[config.mk]
export PLATFORM = sky130hd
export DESIGN_NAME = mcdf_pkt_arbiter
export DESIGN_NICKNAME = d
export VERILOG_FILES = /design/src/rtl/mcdf_arb_pkg.sv /design/src/rtl/mcdf_arb_sel.sv /design/src/rtl/mcdf_pkt_arbiter.sv
export SDC_FILE = /design/constraint.sdc
export NUM_CORES = 1
export LEC_CHECK = 0
export ABC_CLOCK_PERIOD_IN_PS = 2900
export BUFFER_PORTS_ARGS = -buffer_cell sky130_fd_sc_hd__buf_2
export CAP_MARGIN = 30
export CORE_MARGIN = 3
export CORE_UTILIZATION = 40
export CTS_BUF_LIST = sky130_fd_sc_hd__clkbuf_8
export DETAILED_ROUTE_END_ITERATION = 10
export PLACE_DENSITY = 0.83
export SYNTH_ARGS = -nofsm -noshare
export SYNTH_HDL_FRONTEND = slang
export SYNTH_SLANG_ARGS = --single-unit
[constraint.sdc]
create_clock -name clk_i -period 2.9 [get_ports clk_i]
set_clock_uncertainty 0.15 [all_clocks]
set_input_delay 0 -clock clk_i [delete_from_list [all_inputs] [get_ports clk_i]]
set_output_delay 0 -clock clk_i [all_outputs]
set_load 0.02 [all_outputs]
[src/rtl/mcdf_arb_pkg.sv]
// mcdf_arb_pkg: shared widths, FSM state type and packet-length decode for the MCDF packet arbiter
package mcdf_arb_pkg;
  localparam int DATA_W     = 32;
  localparam int CH_N       = 3;
  localparam int ID_W       = 2;
  localparam int PRIO_W     = 2;
  localparam int LEN_CODE_W = 3;
  localparam int LEN_W      = 6;
  typedef enum logic [1:0] {IDLE, REQ, XFER} state_t;
  // codes 0..3 give 4/8/16/32 words; every larger code saturates at 32
  function automatic logic [LEN_W-1:0] len_decode(input logic [LEN_CODE_W-1:0] code);
    return (code > 3'd3) ? LEN_W'(32) : LEN_W'(4 << code);
  endfunction
endpackage

[src/rtl/mcdf_arb_sel.sv]
// mcdf_arb_sel: combinational winner select among enabled, non-empty channels
//   i_en/i_valid/i_prio : per-channel enable, FIFO non-empty, priority (0 = highest)
//   i_last_id           : search for equal-priority ties starts at (i_last_id + 1) mod CH_N
//   o_hit/o_id          : some channel is eligible / winning channel index
module mcdf_arb_sel
  import mcdf_arb_pkg::*;
(
  input  logic [CH_N-1:0]             i_en,
  input  logic [CH_N-1:0]             i_valid,
  input  logic [CH_N-1:0][PRIO_W-1:0] i_prio,
  input  logic [ID_W-1:0]             i_last_id,
  output logic                        o_hit,
  output logic [ID_W-1:0]             o_id
);
  logic [CH_N-1:0]   w_elig;
  logic [PRIO_W-1:0] w_min;
  logic [ID_W-1:0]   w_idx;
  logic              w_found;
  assign w_elig = i_en & i_valid;
  assign o_hit  = |w_elig;
  always_comb begin
    w_min   = '1;
    o_id    = '0;
    w_found = 1'b0;
    w_idx   = '0;
    for (int k = 0; k < CH_N; k++)
      w_min = (w_elig[k] && i_prio[k] < w_min) ? i_prio[k] : w_min;
    // first eligible channel at the best priority, scanning from the rotated start point
    for (int k = 0; k < CH_N; k++) begin
      w_idx = ID_W'((int'(i_last_id) + 1 + k) % CH_N);
      if (!w_found && w_elig[w_idx] && i_prio[w_idx] == w_min) begin
        o_id    = w_idx;
        w_found = 1'b1;
      end
    end
  end
endmodule

[src/rtl/mcdf_pkt_arbiter.sv]
// mcdf_pkt_arbiter: picks a channel by priority, requests the formatter, streams one packet of pkglen words
//   clk_i, rstn_i                : clock, asynchronous active-low reset
//   slvN_en/prio/pkglen_i        : per-channel control fields (N = 0..2)
//   slvN_valid_i/data_i/ready_o  : per-channel FIFO head and pop strobe
//   fmt_req_o/grant_i/id_o/len_o : packet request handshake to the formatter
//   fmt_valid/data/ready/end     : beat stream to the formatter
// Build option: ARB_ROUND_ROBIN_EN rotates the tie-break among equal-priority channels.
module mcdf_pkt_arbiter
  import mcdf_arb_pkg::*;
(
  input  logic                  clk_i,
  input  logic                  rstn_i,
  input  logic                  slv0_en_i,
  input  logic [PRIO_W-1:0]     slv0_prio_i,
  input  logic [LEN_CODE_W-1:0] slv0_pkglen_i,
  input  logic                  slv0_valid_i,
  input  logic [DATA_W-1:0]     slv0_data_i,
  output logic                  slv0_ready_o,
  input  logic                  slv1_en_i,
  input  logic [PRIO_W-1:0]     slv1_prio_i,
  input  logic [LEN_CODE_W-1:0] slv1_pkglen_i,
  input  logic                  slv1_valid_i,
  input  logic [DATA_W-1:0]     slv1_data_i,
  output logic                  slv1_ready_o,
  input  logic                  slv2_en_i,
  input  logic [PRIO_W-1:0]     slv2_prio_i,
  input  logic [LEN_CODE_W-1:0] slv2_pkglen_i,
  input  logic                  slv2_valid_i,
  input  logic [DATA_W-1:0]     slv2_data_i,
  output logic                  slv2_ready_o,
  output logic                  fmt_req_o,
  input  logic                  fmt_grant_i,
  output logic [ID_W-1:0]       fmt_id_o,
  output logic [LEN_W-1:0]      fmt_len_o,
  output logic                  fmt_valid_o,
  output logic [DATA_W-1:0]     fmt_data_o,
  input  logic                  fmt_ready_i,
  output logic                  fmt_end_o
);
  logic [CH_N-1:0]                 w_en, w_valid;
  logic [CH_N-1:0][PRIO_W-1:0]     w_prio;
  logic [CH_N-1:0][LEN_CODE_W-1:0] w_pkglen;
  logic [CH_N-1:0][DATA_W-1:0]     w_data;
  state_t                          r_state, w_next;
  logic [ID_W-1:0]                 r_id, w_sel_id, w_last_id;
  logic [LEN_W-1:0]                r_len;
  logic [LEN_W-2:0]                r_cnt;
  logic                            w_hit, w_xfer, w_pop, w_last;
  assign w_en     = {slv2_en_i, slv1_en_i, slv0_en_i};
  assign w_valid  = {slv2_valid_i, slv1_valid_i, slv0_valid_i};
  assign w_prio   = {slv2_prio_i, slv1_prio_i, slv0_prio_i};
  assign w_pkglen = {slv2_pkglen_i, slv1_pkglen_i, slv0_pkglen_i};
  assign w_data   = {slv2_data_i, slv1_data_i, slv0_data_i};
  mcdf_arb_sel u_sel (
    .i_en      (w_en),
    .i_valid   (w_valid),
    .i_prio    (w_prio),
    .i_last_id (w_last_id),
    .o_hit     (w_hit),
    .o_id      (w_sel_id)
  );
`ifdef ARB_ROUND_ROBIN_EN
  logic [ID_W-1:0] r_last;
  always_ff @(posedge clk_i or negedge rstn_i)
    if (!rstn_i) r_last <= ID_W'(2);
    else if (r_state == IDLE && w_hit) r_last <= w_sel_id;
  assign w_last_id = r_last;
`else
  // a start point after channel 2 scans from channel 0, i.e. lowest index wins ties
  assign w_last_id = ID_W'(2);
`endif
  assign w_xfer = r_state == XFER;
  assign w_pop  = w_xfer & fmt_ready_i & w_valid[r_id];
  assign w_last = {1'b0, r_cnt} == r_len - LEN_W'(1);
  always_comb begin
    w_next = (r_state == IDLE && w_hit)         ? REQ  :
             (r_state == REQ && fmt_grant_i)    ? XFER :
             (w_xfer && w_pop && w_last)        ? IDLE : r_state;
  end
  always_ff @(posedge clk_i or negedge rstn_i)
    if (!rstn_i) begin
      r_state <= IDLE;
      r_id    <= '0;
      r_len   <= '0;
      r_cnt   <= '0;
    end else begin
      r_state <= w_next;
      if (r_state == IDLE && w_hit) begin
        r_id  <= w_sel_id;
        r_len <= len_decode(w_pkglen[w_sel_id]);
      end
      if (w_pop) r_cnt <= w_last ? '0 : r_cnt + 5'd1;
    end
  assign fmt_req_o    = r_state == REQ;
  assign fmt_id_o     = r_id;
  assign fmt_len_o    = r_len;
  assign fmt_valid_o  = w_xfer & w_valid[r_id];
  assign fmt_data_o   = w_xfer ? w_data[r_id] : '0;
  assign fmt_end_o    = w_xfer & w_last;
  assign slv0_ready_o = w_pop & (r_id == ID_W'(0));
  assign slv1_ready_o = w_pop & (r_id == ID_W'(1));
  assign slv2_ready_o = w_pop & (r_id == ID_W'(2));
endmodule

Word level (Yosys, flattened, before mapping)
Index checks and enable logic that the tools add are counted.

Logic and storage cells: 66. Register bits after elaboration: 15. Bits of input ports: 121. Output and inout port bits: 46.

Equality and inequality tests: 8. Add/sub/neg operators: 2. Muxes and demuxes: 19. Order comparisons: 6. Reduce and logical (&&, ||, !) cells: 18. Bitwise operators: 8. Shift operators: 1.

Operator list (count): $bmux W32 S2 (1); $mux W32 (2); $mux W2 (7); $logic_and A1 B1 Y1 (12); $and A1 B1 Y1 (7); $bmux W3 S2 (1); $eq A2 B2 Y1 (3); $eq A5 B6 Y1 (1); $lt A2 B3 Y1 const B (2); $mux W6 (1); $shl A3 B3 Y6 const A (1); $sub A6 B1 Y6 const B (1); $add A5 B1 Y5 const B (1); $mux W5 (1); $eq A2 B1 Y1 const B (2); $eq A2 B2 Y1 const B (2); $logic_not A2 Y1 (2); $lt A2 B2 Y1 (2); $mux W1 (4); $and A3 B3 Y3 (1); $gt A3 B2 Y1 const B (1); $mux W3 (1); $reduce_bool A3 Y1 (1); $reduce_or A3 Y1 (1); 3 further kinds (4).

Longest topological paths before layout
Gate-level depths: netlist of the first run.

Depth after elaboration: 24. Depth in mapped cells: 17.

Modules after synthesis
Synthesis of the first run repeated with hierarchy kept, for this count alone.

Cell total of the unflattened synthesis: 320. Area, all modules: 2255.9 um^2.

By module, submodules not included: mcdf_pkt_arbiter (area each 1665.3 um^2, cells each 235, times used 1); mcdf_arb_sel (area each 590.6 um^2, cells each 85, times used 1).

Worst setup path before layout of the first run
No wires, ideal clock.

Path type: input to register. Start: in slv0_en_i. End: reg r_len[3], in the netlist fmt_len_o[3]. Stages: 16. Setup slack: -0.603 ns. Setup time: 0.122 ns. Data arrival time: 3.231 ns. Cells stage by stage: nand2_1 > nor2_1 > ha_1 > inv_1 > o211ai_1 > a21oi_1 > inv_1 > ha_1 > or3_1 > o31ai_4 > mux2i_1 > mux2_4 > mux2_4 > o22ai_2 > inv_2 > a32o_1.

Word-level cells in the longest chain between the ends: 24. Elaborated cells on any way between the ends: 30. Those cells by class: order compare (3); eq/ne (3); shift (1); mux (10); bitwise (1); reduce/logical (12).

RTL lines: start, declared (RTL line mcdf_pkt_arbiter.sv:13) `input logic slv0_en_i,`; $and A3 B3 Y3 * (RTL line mcdf_arb_sel.sv:19) `assign w_elig = i_en & i_valid;`; $logic_and A1 B1 Y1 (RTL line mcdf_arb_sel.sv:27) `w_min = (w_elig[k] && i_prio[k] < w_min) ? i_prio[k] : w_min;`; $mux W2 (RTL line mcdf_arb_sel.sv:27); $lt A2 B2 Y1 (RTL line mcdf_arb_sel.sv:27); $logic_and A1 B1 Y1 (RTL line mcdf_arb_sel.sv:27); $mux W2 (RTL line mcdf_arb_sel.sv:27); $lt A2 B2 Y1 (RTL line mcdf_arb_sel.sv:27); $logic_and A1 B1 Y1 (RTL line mcdf_arb_sel.sv:27); (+7 left out); $mux W1 (RTL line mcdf_arb_sel.sv:31) `if (!w_found && w_elig[w_idx] && i_prio[w_idx] == w_min) begin`; $logic_not A1 Y1 (RTL line mcdf_arb_sel.sv:31); $logic_and A1 B1 Y1 (2 in a row) (RTL line mcdf_arb_sel.sv:31); $mux W2 (RTL line mcdf_arb_sel.sv:31); $bmux W3 S2 (RTL line mcdf_pkt_arbiter.sv:90) `r_len <= len_decode(w_pkglen[w_sel_id]);`; $mux W3 (not written as such) (RTL line mcdf_pkt_arbiter.sv:90); $gt A3 B2 Y1 or $shl A3 B3 Y6 (tied branches) (RTL line mcdf_arb_pkg.sv:12) `return (code > 3'd3) ? LEN_W'(32) : LEN_W'(4 << code);`; $mux W6 (RTL line mcdf_arb_pkg.sv:12); end signal, assigned (RTL line mcdf_pkt_arbiter.sv:90); end, declared (RTL line mcdf_pkt_arbiter.sv:46) `logic [LEN_W-1:0] r_len;`.

Every way passes the cells marked *; elsewhere a longest branch is shown, timed or not. The select of a mux whose other input is x is not followed. A chain may end at the register's enable or synchronous reset.

Final worst setup path of the first run
Start: in slv0_valid_i. End: reg r_len[3], in the netlist fmt_len_o[3].

Word-level cells in the longest chain between the ends: 24. Elaborated cells on any way between the ends: 30. Those cells by class: order compare (3); eq/ne (3); shift (1); mux (10); bitwise (1); reduce/logical (12).

RTL lines: start, declared (RTL line mcdf_pkt_arbiter.sv:16) `input logic slv0_valid_i,`; $and A3 B3 Y3 * (RTL line mcdf_arb_sel.sv:19); $logic_and A1 B1 Y1 (RTL line mcdf_arb_sel.sv:27); $mux W2 (RTL line mcdf_arb_sel.sv:27); $lt A2 B2 Y1 (RTL line mcdf_arb_sel.sv:27); $logic_and A1 B1 Y1 (RTL line mcdf_arb_sel.sv:27); $mux W2 (RTL line mcdf_arb_sel.sv:27); $lt A2 B2 Y1 (RTL line mcdf_arb_sel.sv:27); $logic_and A1 B1 Y1 (RTL line mcdf_arb_sel.sv:27); (+7 left out); $mux W1 (RTL line mcdf_arb_sel.sv:31); $logic_not A1 Y1 (RTL line mcdf_arb_sel.sv:31); $logic_and A1 B1 Y1 (2 in a row) (RTL line mcdf_arb_sel.sv:31); $mux W2 (RTL line mcdf_arb_sel.sv:31); $bmux W3 S2 (RTL line mcdf_pkt_arbiter.sv:90); $mux W3 (not written as such) (RTL line mcdf_pkt_arbiter.sv:90); $gt A3 B2 Y1 or $shl A3 B3 Y6 (tied branches) (RTL line mcdf_arb_pkg.sv:12); $mux W6 (RTL line mcdf_arb_pkg.sv:12).

Marked as above.

==> results of run 1 <==
[cells by family (layout without fill, tap and decap cells)]
kind of cell    Yosys count  after routing  share of synthesized area
simple gates            116            116                     0.2763
compound gates           70             70                     0.2410
mux                      40             40                     0.2096
buf+inv                  30            213                    0.06041
flops                    13             13                     0.1636
xor+xnor                  5              5                    0.02203
fa+ha+maj                 4              4                    0.02517
other cells               1              2                   0.001886
[per-layer routing]
layer,vias up,global-route usage,share of wire
li1,1362,-,-
met1,1254,0.2926,0.37
met2,128,0.5009,0.53
met3,17,0.05437,0.084
met4,0,0.06884,0.019
met5,-,0,0
[metrics by stage]
step           setup slack [ns]  TNS, ns
2_1_floorplan           -0.3363   -1.125
4_1_cts                 -0.2392  -0.8504
5_1_grt                 -0.3287   -1.220
6_report                -0.2289  -0.7240
3_3_place_gp            -0.4600   -1.963
3_5_place_dp            -0.5205   -2.458
[worst reg2reg max path: stages, from the launching register on]
cell and delay, ns:
sky130_fd_sc_hd__dfrtp_1 0.44, sky130_fd_sc_hd__inv_1 0.08, sky130_fd_sc_hd__ha_1 0.32, sky130_fd_sc_hd__xnor2_1 0.13, sky130_fd_sc_hd__a2111oi_0 0.29, sky130_fd_sc_hd__buf_4 0.21
sky130_fd_sc_hd__nor2_1 0.07, sky130_fd_sc_hd__mux2_2 0.28
[sequential cells by signal, indices dropped and copies added (netlist names)]
name and flops:
fmt_id_o 2, fmt_len_o 4, r_state 2, r_cnt 5
[layout make-up]
type | count | area (um2) | share of cell area
Tap cell | 67 | 83.83 | 0.02556
Inverter | 11 | 41.29 | 0.01259
Sequential cell | 13 | 326.6 | 0.09958
Clock buffer | 3 | 41.29 | 0.01259
Timing Repair Buffer | 198 | 1102 | 0.3361
Clock inverter | 1 | 3.754 | 0.001145
Multi-Input combinational cell | 237 | 1680 | 0.5124
[worst max-delay path by stage]
stage                    to  depth (start not counted)  slack (ns)    startpoint
2_1_floorplan  fmt_len_o[2]                         16       -0.34     slv0_en_i
3_3_place_gp   fmt_len_o[3]                         17       -0.46     slv0_en_i
5_1_grt        fmt_len_o[3]                         17       -0.33  slv0_valid_i
6_report       fmt_len_o[3]                         17       -0.23  slv0_valid_i
3_5_place_dp   fmt_len_o[3]                         17       -0.52     slv0_en_i
4_1_cts        fmt_len_o[3]                         17       -0.24  slv0_valid_i
[repair_timing]
| action | 4_1_cts | 5_1_grt |
|---|---|---|
| hold buffers | 4 | 0 |
| pin swaps | 15 | 14 |
| hold endpoints to repair | 16 | 0 |
| buffers inserted | 2 | 1 |
| gates resized for setup | 10 | 4 |
| setup endpoints to repair | 6 | 6 |
[placed cells by master, fill, tap and decap left out, drive strengths merged, types with 5 or more instances in the layout]
| master | netlist | layout |
|---|---|---|
| nor2 | 70 | 70 |
| inv | 11 | 12 |
| dfrtp | 13 | 13 |
| nand2 | 12 | 12 |
| nor3 | 5 | 5 |
| nor2b | 5 | 5 |
| a21oi | 41 | 41 |
| buf | 3 | 194 |
| mux2i | 36 | 36 |
[where the power goes]
group | internal, mW | switching [mW] | leakage [nW]
Clock | 0.0934 | 0.0638 | 0.0269
Combinational | 0.735 | 1.17 | 1.51
Sequential | 0.253 | 0.116 | 0.152
Total | 1.08 | 1.35 | 1.69
==> results.txt, run 1 <==
The critical path goes through buf_8, nand2_8, nor2_4, ha_4, inv_2, o2111a_1, a21oi_2, inv_2, ha_4, or3_4, o31ai_4, mux2i_2, mux2_4, mux2_4, o22ai_4, inv_2, a32o_1. The sequential fraction of the synthesis area is 0.1636. The total count of max-transition violations in the final report is 0. The critical path capture point type is a flip-flop. The kind of cell adding the most delay to the critical path is multiplexers. By count the netlist is led by 70 x sky130_fd_sc_hd__nor2_1, 40 x sky130_fd_sc_hd__a21oi_1, 35 x sky130_fd_sc_hd__mux2i_1, 16 x sky130_fd_sc_hd__clkbuf_1, 13 x sky130_fd_sc_hd__dfrtp_1. By instance count, the cell type seen most on the critical path is sky130_fd_sc_hd__inv_2. Setup violations remaining at the end of the flow were counted as 4. The total congestion overflow after global routing came out at 0.

The number of global-route vias before repair is 2,651. The number of H-tree branching levels came out at 1. The tree is rooted in a sky130_fd_sc_hd__clkbuf_8. The max-capacitance violation count came out at 0. The number of DRC markers in iteration 0 came out at 87. The total half-perimeter wirelength after legalization and detailed placement came out at 6552 um. The worst-case hold slack is 0.01686 ns. The total via count in the routed design came out at 2,761. The cell depth of the worst flop-to-flop path is 7. The checks that failed: setup timing. The total power divided by cell area came out at 741.8 mW/mm2. The maximum fanout count along the critical path came out at 5. Setup repair after global routing could not meet its margin everywhere. The most common cell in the synthesized netlist is sky130_fd_sc_hd__nor2_1. For the worst setup path, the data required time is 2.88 ns. The number of buffers on the longest clock path came out at 2. The number of top-level design ports is 167.

The final design area excluding fillers is 0.003279 mm2. For this configuration, the core starts out at a cell density of 0.4182. The worst register-to-register path ends at r_cnt[0]. Yosys attributes the largest share of cell area to sky130_fd_sc_hd__mux2i_1 18%, sky130_fd_sc_hd__dfrtp_1 16%, sky130_fd_sc_hd__nor2_1 13%, sky130_fd_sc_hd__a21oi_1 10%, sky130_fd_sc_hd__clkbuf_1 3.0%. The worst vdd rail ir drop is 0.4151 mV. The first global-routing pass estimated 12,680 um of wire. The CTS buffer count is 3.

The min-delay analysis places its worst path in the category input pin to async pin. During placement, the flow inserted port buffers numbering 164. For this run, the total global-route usage over all layers was measured as 0.2628. The achievable frequency came out at 319.6 MHz.

The largest net degree at the start of global routing is 34. The buffer and inverter count on the worst path is 4. The die covers 0.005852 mm2. The placed instances occupy a cell area of 0.003118 mm2. CTS saw 13 sinks. The overall power is 2.433 mW. The die is 76.50 um tall. The fill cell instance count of the final layout came out at 409. Among all flip-flop cells after synthesis, the most frequent one is sky130_fd_sc_hd__dfrtp_1. The share of the cycle needed by the critical path after routing came out at 1.079.

The signed area change from the synthesized netlist to the final layout came out at 64.95%. The routability-driven placement congestion ratio is 0.9317. The final layout net count is 589. The kind of start point of the critical path is an input pin. The number of antenna repair diodes is 0. The number of antenna violations at the first check in global routing was 0.

The number of non-filler instances in the completed layout came out at 530. The distinct cell type count of the synthesized netlist is 56. The iteration count of the initial detailed-routing pass is 4.

After floorplanning, the core was divided into 25 placement rows. The number of flops mapped to enable cells by yosys is 0. The proportion of synthesized flip-flops having asynchronous set or reset is 1.000. The utilization of the core after routing is 0.6897. The routed wire length is 8060 um. The mean area per synthesized cell came out at 7.126 um2. The peak per-stage delay on the critical path is 0.38 ns.

The cell type of the slowest stage on the worst timing path is sky130_fd_sc_hd__or3_4. The cell type with the largest total area after synthesis is sky130_fd_sc_hd__mux2i_1. The placeable core area came out at 0.004755 mm2. The classification of the worst setup path is input pin to flip-flop. The final setup slack of the worst path is -0.2289 ns.

In this run the static leakage power is 1.694 nW. The number of standard cells after synthesis came out at 279. The area of the mapped netlist is 0.001988 mm2. The number of synthesized register bits is 13. The share of post-route cells with drive strength above 1 is 0.5032. The clock tree from TritonCTS is done. In this run the horizontal extent of the chip is 76.50 um.

The later-pin clock latency in the skew report is 0.24 ns. The routed via count divided by cell count is 5.209. The setup slack of the most critical reg-to-reg path came out at 0.83 ns. The number of placed instances, taps included is 519.

The flow ran to the end, but the final reports show violations. The final critical path time including I/O delays and setup is 3.129 ns. The share of synthesized area in the top cell type comes to 0.1762. Dividing the detail-routed wire length by the instance count gives 15.21 um. The count of endpoints failing hold in the final timing report is 0. Once detail routing completed, the nets flagged for antenna violations numbered 0. After detailed routing, the number of remaining DRC violations is 0. The number of warnings printed during yosys synthesis came out at 0.

In this run the critical register-to-register path is launched from fmt_len_o[2]. The clock transition at the registers of the reported paths is 0.05 ns. The signal arrival time at the worst endpoint is 3.11 ns.
Note: power is estimated with default switching activity, not from simulation.
==> inputs of run 2 (changes only) <==
Settings changed: ABC_AREA set to 1, PLACE_DENSITY 0.83 to 0.8.
==> results.txt, run 2 <==
The utilization of the core after routing came out at 0.6080 (was 0.6897). The total via count in the routed design came out at 3,222 (was 2,761). The clock transition at the registers of the reported paths is 0.05 ns (about the same). The number of flip-flops in the largest register is 5 (unchanged). The cell type of the slowest stage on the worst timing path is sky130_fd_sc_hd__ha_1 (was sky130_fd_sc_hd__or3_4).

The floorplan row count was 26 (was 25). The most repeated cell in the gate-level netlist after synthesis was sky130_fd_sc_hd__nand2_1 (was sky130_fd_sc_hd__nor2_1). The number of clock sinks is 13 (unchanged). The dominant cell type by count on the critical path is sky130_fd_sc_hd__nand2_1 (was sky130_fd_sc_hd__inv_2). The buffer and inverter count on the worst path is 3 (was 4). Leading cell types by total area after synthesis: sky130_fd_sc_hd__nand2_1 24%, sky130_fd_sc_hd__nand3_1 21%, sky130_fd_sc_hd__dfrtp_1 15%, sky130_fd_sc_hd__inv_1 10%, sky130_fd_sc_hd__nand2_2 3.1% (was sky130_fd_sc_hd__mux2i_1 18%, sky130_fd_sc_hd__dfrtp_1 16%, sky130_fd_sc_hd__nor2_1 13%, sky130_fd_sc_hd__a21oi_1 10%, sky130_fd_sc_hd__clkbuf_1 3.0%). The number of warnings printed during yosys synthesis is 0 (unchanged).

The number of antenna violations at the first check in global routing came out at 0 (unchanged). The number of standard cells after synthesis was 414 (was 279). The share of the cycle needed by the critical path after routing came out at 0.8861 (was 1.079). The later-pin clock latency in the skew report came to 0.24 ns (about the same). The total power divided by cell area came out at 244.5 mW/mm2 (was 741.8 mW/mm2). The total half-perimeter wirelength after legalization and detailed placement came out at 6269 um (was 6552 um). The largest net degree at the start of global routing came out at 33 (was 34). The starting density of the core was 0.4259 (was 0.4182). The classification of the worst setup path is input pin to flip-flop (unchanged).

The routed wire length on met3 came out at 688 um (was 675 um). The sequential fraction of the synthesis area was 0.1458 (was 0.1636). The number of global-route vias before repair is 2,796 (was 2,651). The number of antenna repair diodes is 0 (unchanged). The average wire length per cell after detail routing came to 12.26 um (was 15.21 um). The number of synthesized register bits came out at 13 (unchanged).

Run status: finished clean (was finished, violations left). The signal arrival time at the worst endpoint is 2.60 ns (was 3.11 ns). The worst vdd rail ir drop is 0.3231 mV (was 0.4151 mV). The total congestion overflow after global routing is 0 (unchanged). The number of non-filler instances in the completed layout came out at 642 (was 530).

The class of the tightest hold or removal check is input pin to async pin (unchanged). The cell type with the largest total area after synthesis is sky130_fd_sc_hd__nand2_1 (was sky130_fd_sc_hd__mux2i_1). The remaining design rule violation count came to 0 (unchanged). The sum of routed wire segments on met1 is 3092 um (was 2970 um).

The standby leakage power was 2.054 nW (was 1.694 nW). The routed wire length on met2 is 3986 um (was 4257 um). The cell depth of the worst setup path is 23 (was 17).

The x dimension of the die is 80.68 um (was 76.50 um). The placeable core area came out at 0.005238 mm2 (was 0.004755 mm2). The critical path capture point type is a flip-flop (unchanged). The highest routing layer actually used is met4 (unchanged). The area of the mapped netlist is 0.002231 mm2 (was 0.001988 mm2).

The number of flops mapped to enable cells by yosys is 0 (unchanged). Top library cells by usage in the layout, fill and taps aside: 164 x sky130_fd_sc_hd__buf_2, 145 x sky130_fd_sc_hd__nand2_1, 94 x sky130_fd_sc_hd__nand3_1, 61 x sky130_fd_sc_hd__inv_1, 13 x sky130_fd_sc_hd__dfrtp_1 (was 162 x sky130_fd_sc_hd__buf_2, 68 x sky130_fd_sc_hd__nor2_1, 37 x sky130_fd_sc_hd__a21oi_1, 33 x sky130_fd_sc_hd__mux2i_1, 30 x sky130_fd_sc_hd__buf_4). The final setup TNS is 0 ns (was -0.7240 ns). The number of DRC markers in iteration 0 came to 176 (was 87). The final critical path time including I/O delays and setup came to 2.570 ns (was 3.129 ns). The routed via count divided by cell count came to 5.019 (was 5.209). The number of I/O port buffers is 164 (unchanged). The cell at the root of the clock tree is sky130_fd_sc_hd__clkbuf_8 (unchanged). The maximum fanout count along the critical path came out at 14 (was 5). The clock tree from TritonCTS is done (unchanged). The post-CTS repair timing setup buffer count was 0 (was 2).

The worst-case hold slack came out at 0.03269 ns (was 0.01686 ns). The max-capacitance violation count is 0 (unchanged). The final layout net count came to 698 (was 589).

The die extent in y came to 80.68 um (was 76.50 um). The routed wire length is 7871 um (was 8060 um). The count of endpoints failing hold in the final timing report is 0 (unchanged).

Post-synth top cells: 145 x sky130_fd_sc_hd__nand2_1, 94 x sky130_fd_sc_hd__nand3_1, 61 x sky130_fd_sc_hd__inv_1, 14 x sky130_fd_sc_hd__clkbuf_1, 13 x sky130_fd_sc_hd__dfrtp_1 (was 70 x sky130_fd_sc_hd__nor2_1, 40 x sky130_fd_sc_hd__a21oi_1, 35 x sky130_fd_sc_hd__mux2i_1, 16 x sky130_fd_sc_hd__clkbuf_1, 13 x sky130_fd_sc_hd__dfrtp_1). The distinct cell type count of the synthesized netlist came out at 32 (was 56). The cell depth of the worst flop-to-flop path came out at 9 (was 7).

The number of H-tree branching levels was 1 (unchanged). The number of top-level design ports is 167 (unchanged). The worst endpoint required time is 2.93 ns (was 2.88 ns). List of cells traversed by the critical path: buf_2, nand2_1, nor2_1, ha_1, nand2_2, nand2_2, o21ai_1, inv_1, ha_1, nor2_1, buf_4, nand2_4, nand2_2, nand3_1, nand2_1, nand3_4, nand2_4, nand2_1, nand3_2, nand2_2, nor2_2, nand2_1, nand2_1 (was buf_8, nand2_8, nor2_4, ha_4, inv_2, o2111a_1, a21oi_2, inv_2, ha_4, or3_4, o31ai_4, mux2i_2, mux2_4, mux2_4, o22ai_4, inv_2, a32o_1). The number of buffers on the longest clock path came out at 2 (unchanged). The total die area was 0.006509 mm2 (was 0.005852 mm2). The routability-driven placement congestion ratio is 0.9495 (was 0.9317). The CTS buffer count came out at 3 (unchanged). The kind of cell adding the most delay to the critical path is simple AND/OR/NAND/NOR gates (was multiplexers). The iteration count of the initial detailed-routing pass is 5 (was 4).

The mean area per synthesized cell is 5.389 um2 (was 7.126 um2). The largest register by flop count is r_cnt (unchanged). The top flip-flop cell by instance count after synthesis is sky130_fd_sc_hd__dfrtp_1 (unchanged). The total count of max-transition violations in the final report was 0 (unchanged). The first-pass GRT wire length is 12,090 um (was 12,680 um). The proportion of synthesized flip-flops having asynchronous set or reset came out at 1.000 (unchanged).

The global-route usage over all layers is 0.2244 (was 0.2628). The number of placed instances, taps included was 636 (was 519). The remaining number of nets flagged by the antenna check after routing is 0 (unchanged). The achievable frequency was 389.1 MHz (was 319.6 MHz). The kind of start point of the critical path was an input pin (unchanged). The most frequent standard cell in the layout excluding fill and tap cells is sky130_fd_sc_hd__buf_2 (unchanged). The peak per-stage delay on the critical path is 0.28 ns (was 0.38 ns). The share of post-route cells with drive strength above 1 came out at 0.3689 (was 0.5032). The count of final setup violators came to 0 (was 4). The share of the synthesized area in the top cell type came out at 0.2440 (was 0.1762). The signed area change from the synthesized netlist to the final layout came out at 42.74% (was 64.95%).
[run 2: cell types whose count changed after synthesis, sizes merged, moves of 4 or more]
cell,change
nor2b,-5
or2,-4
nand3,+96
nor2,-54
o22ai,-4
mux2,-4
nand4,+6
nand2,+148
a21oi,-38
mux2i,-36
inv,+55
[run 2: path summary, 6_finish.rpt]
check	from	to	slack, ns
worst min register to register	r_cnt[0]	r_cnt[0]	0.35
worst min-delay path	rstn_i	r_cnt[2]	0.03
worst max register to register	fmt_id_o[1]	r_cnt[4]	0.76
max in group asynchronous	rstn_i	r_state[0]	2.34
worst max-delay path	slv0_valid_i	fmt_len_o[2]	0.33
min in group clk_i	slv2_pkglen_i[1]	fmt_len_o[5]	0.05
[run 2: metal layers]
metal	vias to the layer above	track usage
li1	1615	-
met4	0	0.03716
met5	-	0
met3	12	0.02803
met1	1434	0.2640
met2	161	0.4329
[run 2: logic make-up after synthesis]
group / Yosys count / share of synthesized area
buffers and inverters: 87 / 0.1531
AO/OA/AOI/OAI: 13 / 0.03309
flip-flops: 13 / 0.1458
XOR/XNOR: 3 / 0.01178
other: 1 / 0.001681
AND/OR/NAND/NOR: 293 / 0.6321
adder cells (fa/ha/maj): 4 / 0.02243
[run 2: final cells by class]
| cell class | count | area (um2) |
|---|---|---|
| clock buffers | 3 | 41.29 |
| clock inverters | 1 | 5.005 |
| fillers | 540 | 2053 |
| inverters | 67 | 251.5 |
| multi-input cells | 315 | 1580 |
| flip-flops and latches | 13 | 325.3 |
| well taps | 70 | 87.58 |
| repair buffers | 173 | 893.4 |
[run 2: power by group]
group	internal, mW	switching, mW	total (mW)	leakage, nW
clock	0.0946	0.0621	0.157	0.0255
sequential	0.210	0.0263	0.237	0.163
combinational	0.171	0.214	0.385	1.87
[run 2: through the flow]
stage	total power [mW]	setup WS (ns)	cell area (um2)
after floorplan	0.4755	0.3916	2235
after global placement	0.6100	0.2183	3113
after detailed placement	0.6213	0.08218	3113
after CTS	0.7831	0.3262	3179
after global routing	0.8401	-0.0004248	3184
final	0.7786	0.3302	3184
[run 2: timing repair]
item,4_1_cts,5_1_grt
endpoints found under the hold margin,15,0
hold buffers,2,0
endpoints found under the setup margin,0,3
gates resized for setup,0,1
==> inputs of run 3 (changes only) <==
Settings changed: CORE_UTILIZATION 40 to 37, CTS_CLUSTER_DIAMETER set to 30, PLACE_DENSITY 0.8 to 0.75.
==> results.txt, run 3 (synthesis results as in run 2) <==
Run status: finished clean (unchanged). The maximum fanout count along the critical path came out at 14 (unchanged). The total half-perimeter wirelength after legalization and detailed placement came out at 6180 um (was 6269 um). The remaining number of nets flagged by the antenna check after routing came to 0 (unchanged).

The most frequent standard cell in the layout excluding fill and tap cells is sky130_fd_sc_hd__buf_2 (unchanged). The die extent in y is 83.65 um (was 80.68 um). The relative slew slack came out at 0.5540. The clock transition at the registers of the reported paths came out at 0.05 ns (about the same). The largest net degree at the start of global routing is 37 (was 33). The global routing usage on met1 came to 0.2470 (was 0.2640).

The routed wire length is 7782 um (was 7871 um). The routed via count divided by cell count is 4.905 (was 5.019). Setup repair after global routing left no endpoint under its margin. The x dimension of the die came to 83.65 um (was 80.68 um). The utilization of the core after routing is 0.5593 (was 0.6080). The cell at the root of the clock tree is sky130_fd_sc_hd__clkbuf_8 (unchanged).

The number of clock sinks came out at 13 (unchanged). The floorplan row count is 27 (was 26). The number of top-level design ports came out at 167 (unchanged). The remaining design rule violation count is 0 (unchanged). The final layout net count was 697 (was 698). The peak per-stage delay on the critical path is 0.28 ns (about the same). The standby leakage power is 2.047 nW (was 2.054 nW).

The final critical path time including I/O delays and setup is 2.553 ns (was 2.570 ns). The count of endpoints failing hold in the final timing report came to 0 (unchanged). The number of buffers on the longest clock path is 2 (unchanged).

The total power divided by cell area was 245.2 mW/mm2 (was 244.5 mW/mm2). The average wire length per cell after detail routing is 12.10 um (was 12.26 um). The total area of multi-input combinational cells is 0.001575 mm2 (was 0.001580 mm2).

The number of antenna violations at the first check in global routing came out at 0 (unchanged). The share of post-route cells with drive strength above 1 came out at 0.3678 (was 0.3689). The number of I/O port buffers came to 164 (unchanged). The starting density of the core came out at 0.3931 (was 0.4259). The number of global-route vias before repair is 2,968 (was 2,796). The fill cell instance count of the final layout was 587 (was 540). The worst setup slack after placement came out at 0.1245 ns (was 0.08218 ns). The total via count in the routed design came out at 3,154 (was 3,222). The number of flip-flops in the largest register is 5 (unchanged).

The cell type of the slowest stage on the worst timing path was sky130_fd_sc_hd__ha_1 (unchanged). The final setup TNS was 0 ns (unchanged). The overall power came out at 0.7785 mW (was 0.7786 mW). The met3 demand-to-capacity share in global routing came to 0.03751 (was 0.02803).

The total die area is 0.006997 mm2 (was 0.006509 mm2). The max-capacitance violation count was 0 (unchanged). The actual transition at the worst max-transition pin is 0.6690 ns.

The first-pass GRT wire length came out at 12,830 um (was 12,090 um). The share of the cycle needed by the critical path after routing came out at 0.8804 (was 0.8861). The sequential cell area is 325.3 um2 (unchanged).

Top library cells by usage in the layout, fill and taps aside: 164 x sky130_fd_sc_hd__buf_2, 145 x sky130_fd_sc_hd__nand2_1, 94 x sky130_fd_sc_hd__nand3_1, 61 x sky130_fd_sc_hd__inv_1, 13 x sky130_fd_sc_hd__dfrtp_1 (unchanged). The clock tree from TritonCTS is done (unchanged). The achievable frequency came out at 391.7 MHz (was 389.1 MHz).

The final setup slack of the worst path came to 0.3467 ns (was 0.3302 ns). The worst endpoint required time came out at 2.93 ns (about the same). The largest register by flop count was r_cnt (unchanged).

The CTS buffer count was 3 (unchanged). The total congestion overflow after global routing is 0 (unchanged). The signed area change from the synthesized netlist to the final layout came out at 42.29% (was 42.74%). The cell depth of the worst flop-to-flop path is 9 (unchanged). The total count of max-transition violations in the final report is 0 (unchanged). The kind of start point of the critical path was an input pin (unchanged). The worst vdd rail ir drop came out at 0.2403 mV (was 0.3231 mV). The layer with the highest usage after global routing is met2 (unchanged). The number of antenna repair diodes came out at 0 (unchanged). List of cells traversed by the critical path: buf_2, nand2_1, nor2_1, ha_1, nand2_2, nand2_2, o21ai_1, inv_1, ha_1, nor2_1, buf_4, nand2_4, nand2_1, nand3_1, nand2_1, nand3_4, nand2_2, nand2_1, nand3_2, nand2_2, nor2_2, nand2_1, nand2_1 (was buf_2, nand2_1, nor2_1, ha_1, nand2_2, nand2_2, o21ai_1, inv_1, ha_1, nor2_1, buf_4, nand2_4, nand2_2, nand3_1, nand2_1, nand3_4, nand2_4, nand2_1, nand3_2, nand2_2, nor2_2, nand2_1, nand2_1). The signal arrival time at the worst endpoint is 2.58 ns (was 2.60 ns). The count of final setup violators came out at 0 (unchanged). The critical path capture point type is a flip-flop (unchanged). The class of the tightest hold or removal check is input pin to async pin (unchanged). The later-pin clock latency in the skew report came out at 0.24 ns (about the same). The classification of the worst setup path is input pin to flip-flop (unchanged).

The dominant cell type by count on the critical path is sky130_fd_sc_hd__nand2_1 (unchanged). The global-route usage over all layers came out at 0.2105 (was 0.2244). The number of H-tree branching levels is 1 (unchanged).

The number of DRC markers in iteration 0 is 91 (was 176). The iteration count of the initial detailed-routing pass is 4 (was 5). The routability-driven placement congestion ratio came to 0.8963 (was 0.9495). The global-route track usage on met2 was 0.3977 (was 0.4329).

The placeable core area is 0.005675 mm2 (was 0.005238 mm2).
[run 3: cell count changes in the layout (fill, tap and decap cells not counted)]
| cell | before | now |
|---|---|---|
| sky130_fd_sc_hd__nand2_2 | 10 | 11 |
| sky130_fd_sc_hd__nand2_4 | 5 | 4 |
| sky130_fd_sc_hd__buf_4 | 7 | 6 |
[run 3: layout make-up]
| cell class | count | area share |
|---|---|---|
| Timing Repair Buffer | 172 | 0.2791 |
| Inverter | 67 | 0.07923 |
| Sequential cell | 13 | 0.1025 |
| Clock buffer | 3 | 0.01301 |
| Clock inverter | 1 | 0.001577 |
| Tap cell | 72 | 0.02838 |
| Multi-Input combinational cell | 315 | 0.4963 |
[run 3: timing repair]
action	in CTS	in global routing
hold buffers	2	0
endpoints found under the hold margin	15	0
resized for setup	0	0
setup buffers	0	0
[run 3: per-layer routing]
layer / routed length, um / share of wire / vias to the layer above
met1: 3045 / 0.39 / 1385
met5: 0 / 0 / -
met2: 3979 / 0.51 / 137
li1: - / - / 1616
met4: 106 / 0.014 / 0
met3: 651 / 0.084 / 16
[run 3: through the flow]
step	instances	hold WS [ns]	area [um2]
after floorplan	415	-0.4456	2235
after global placement	637	-0.2508	3108
after detailed placement	637	-0.2496	3108
after CTS	643	0.01590	3174
after global routing	643	0.05490	3174
final	643	0.01929	3174
[run 3: where the power goes]
part | total (mW) | switching [mW] | internal (mW)
combinational | 0.386 | 0.214 | 0.172
sequential | 0.237 | 0.0269 | 0.210
clock | 0.155 | 0.0607 | 0.0946
[run 3: worst max-delay path: cells and delay by family]
| family | cells | cell delay, ns |
|---|---|---|
| simple gates | 17 | 1.52 |
| fa+ha+maj | 2 | 0.48 |
| buf+inv | 3 | 0.38 |
| compound gates | 1 | 0.19 |
[run 3: final timing paths]
| check | startpoint | endpoint | slack (ns) |
|---|---|---|---|
| hold reg to reg | r_cnt[0] | r_cnt[0] | 0.37 |
| min in group clk_i | slv2_pkglen_i[1] | fmt_len_o[5] | 0.02 |
| hold / removal | rstn_i | r_cnt[3] | 0.02 |
| setup / recovery | slv0_valid_i | fmt_len_o[3] | 0.35 |
| max in group asynchronous | rstn_i | fmt_len_o[2] | 2.36 |
| setup reg to reg | fmt_id_o[1] | r_state[1] | 0.68 |
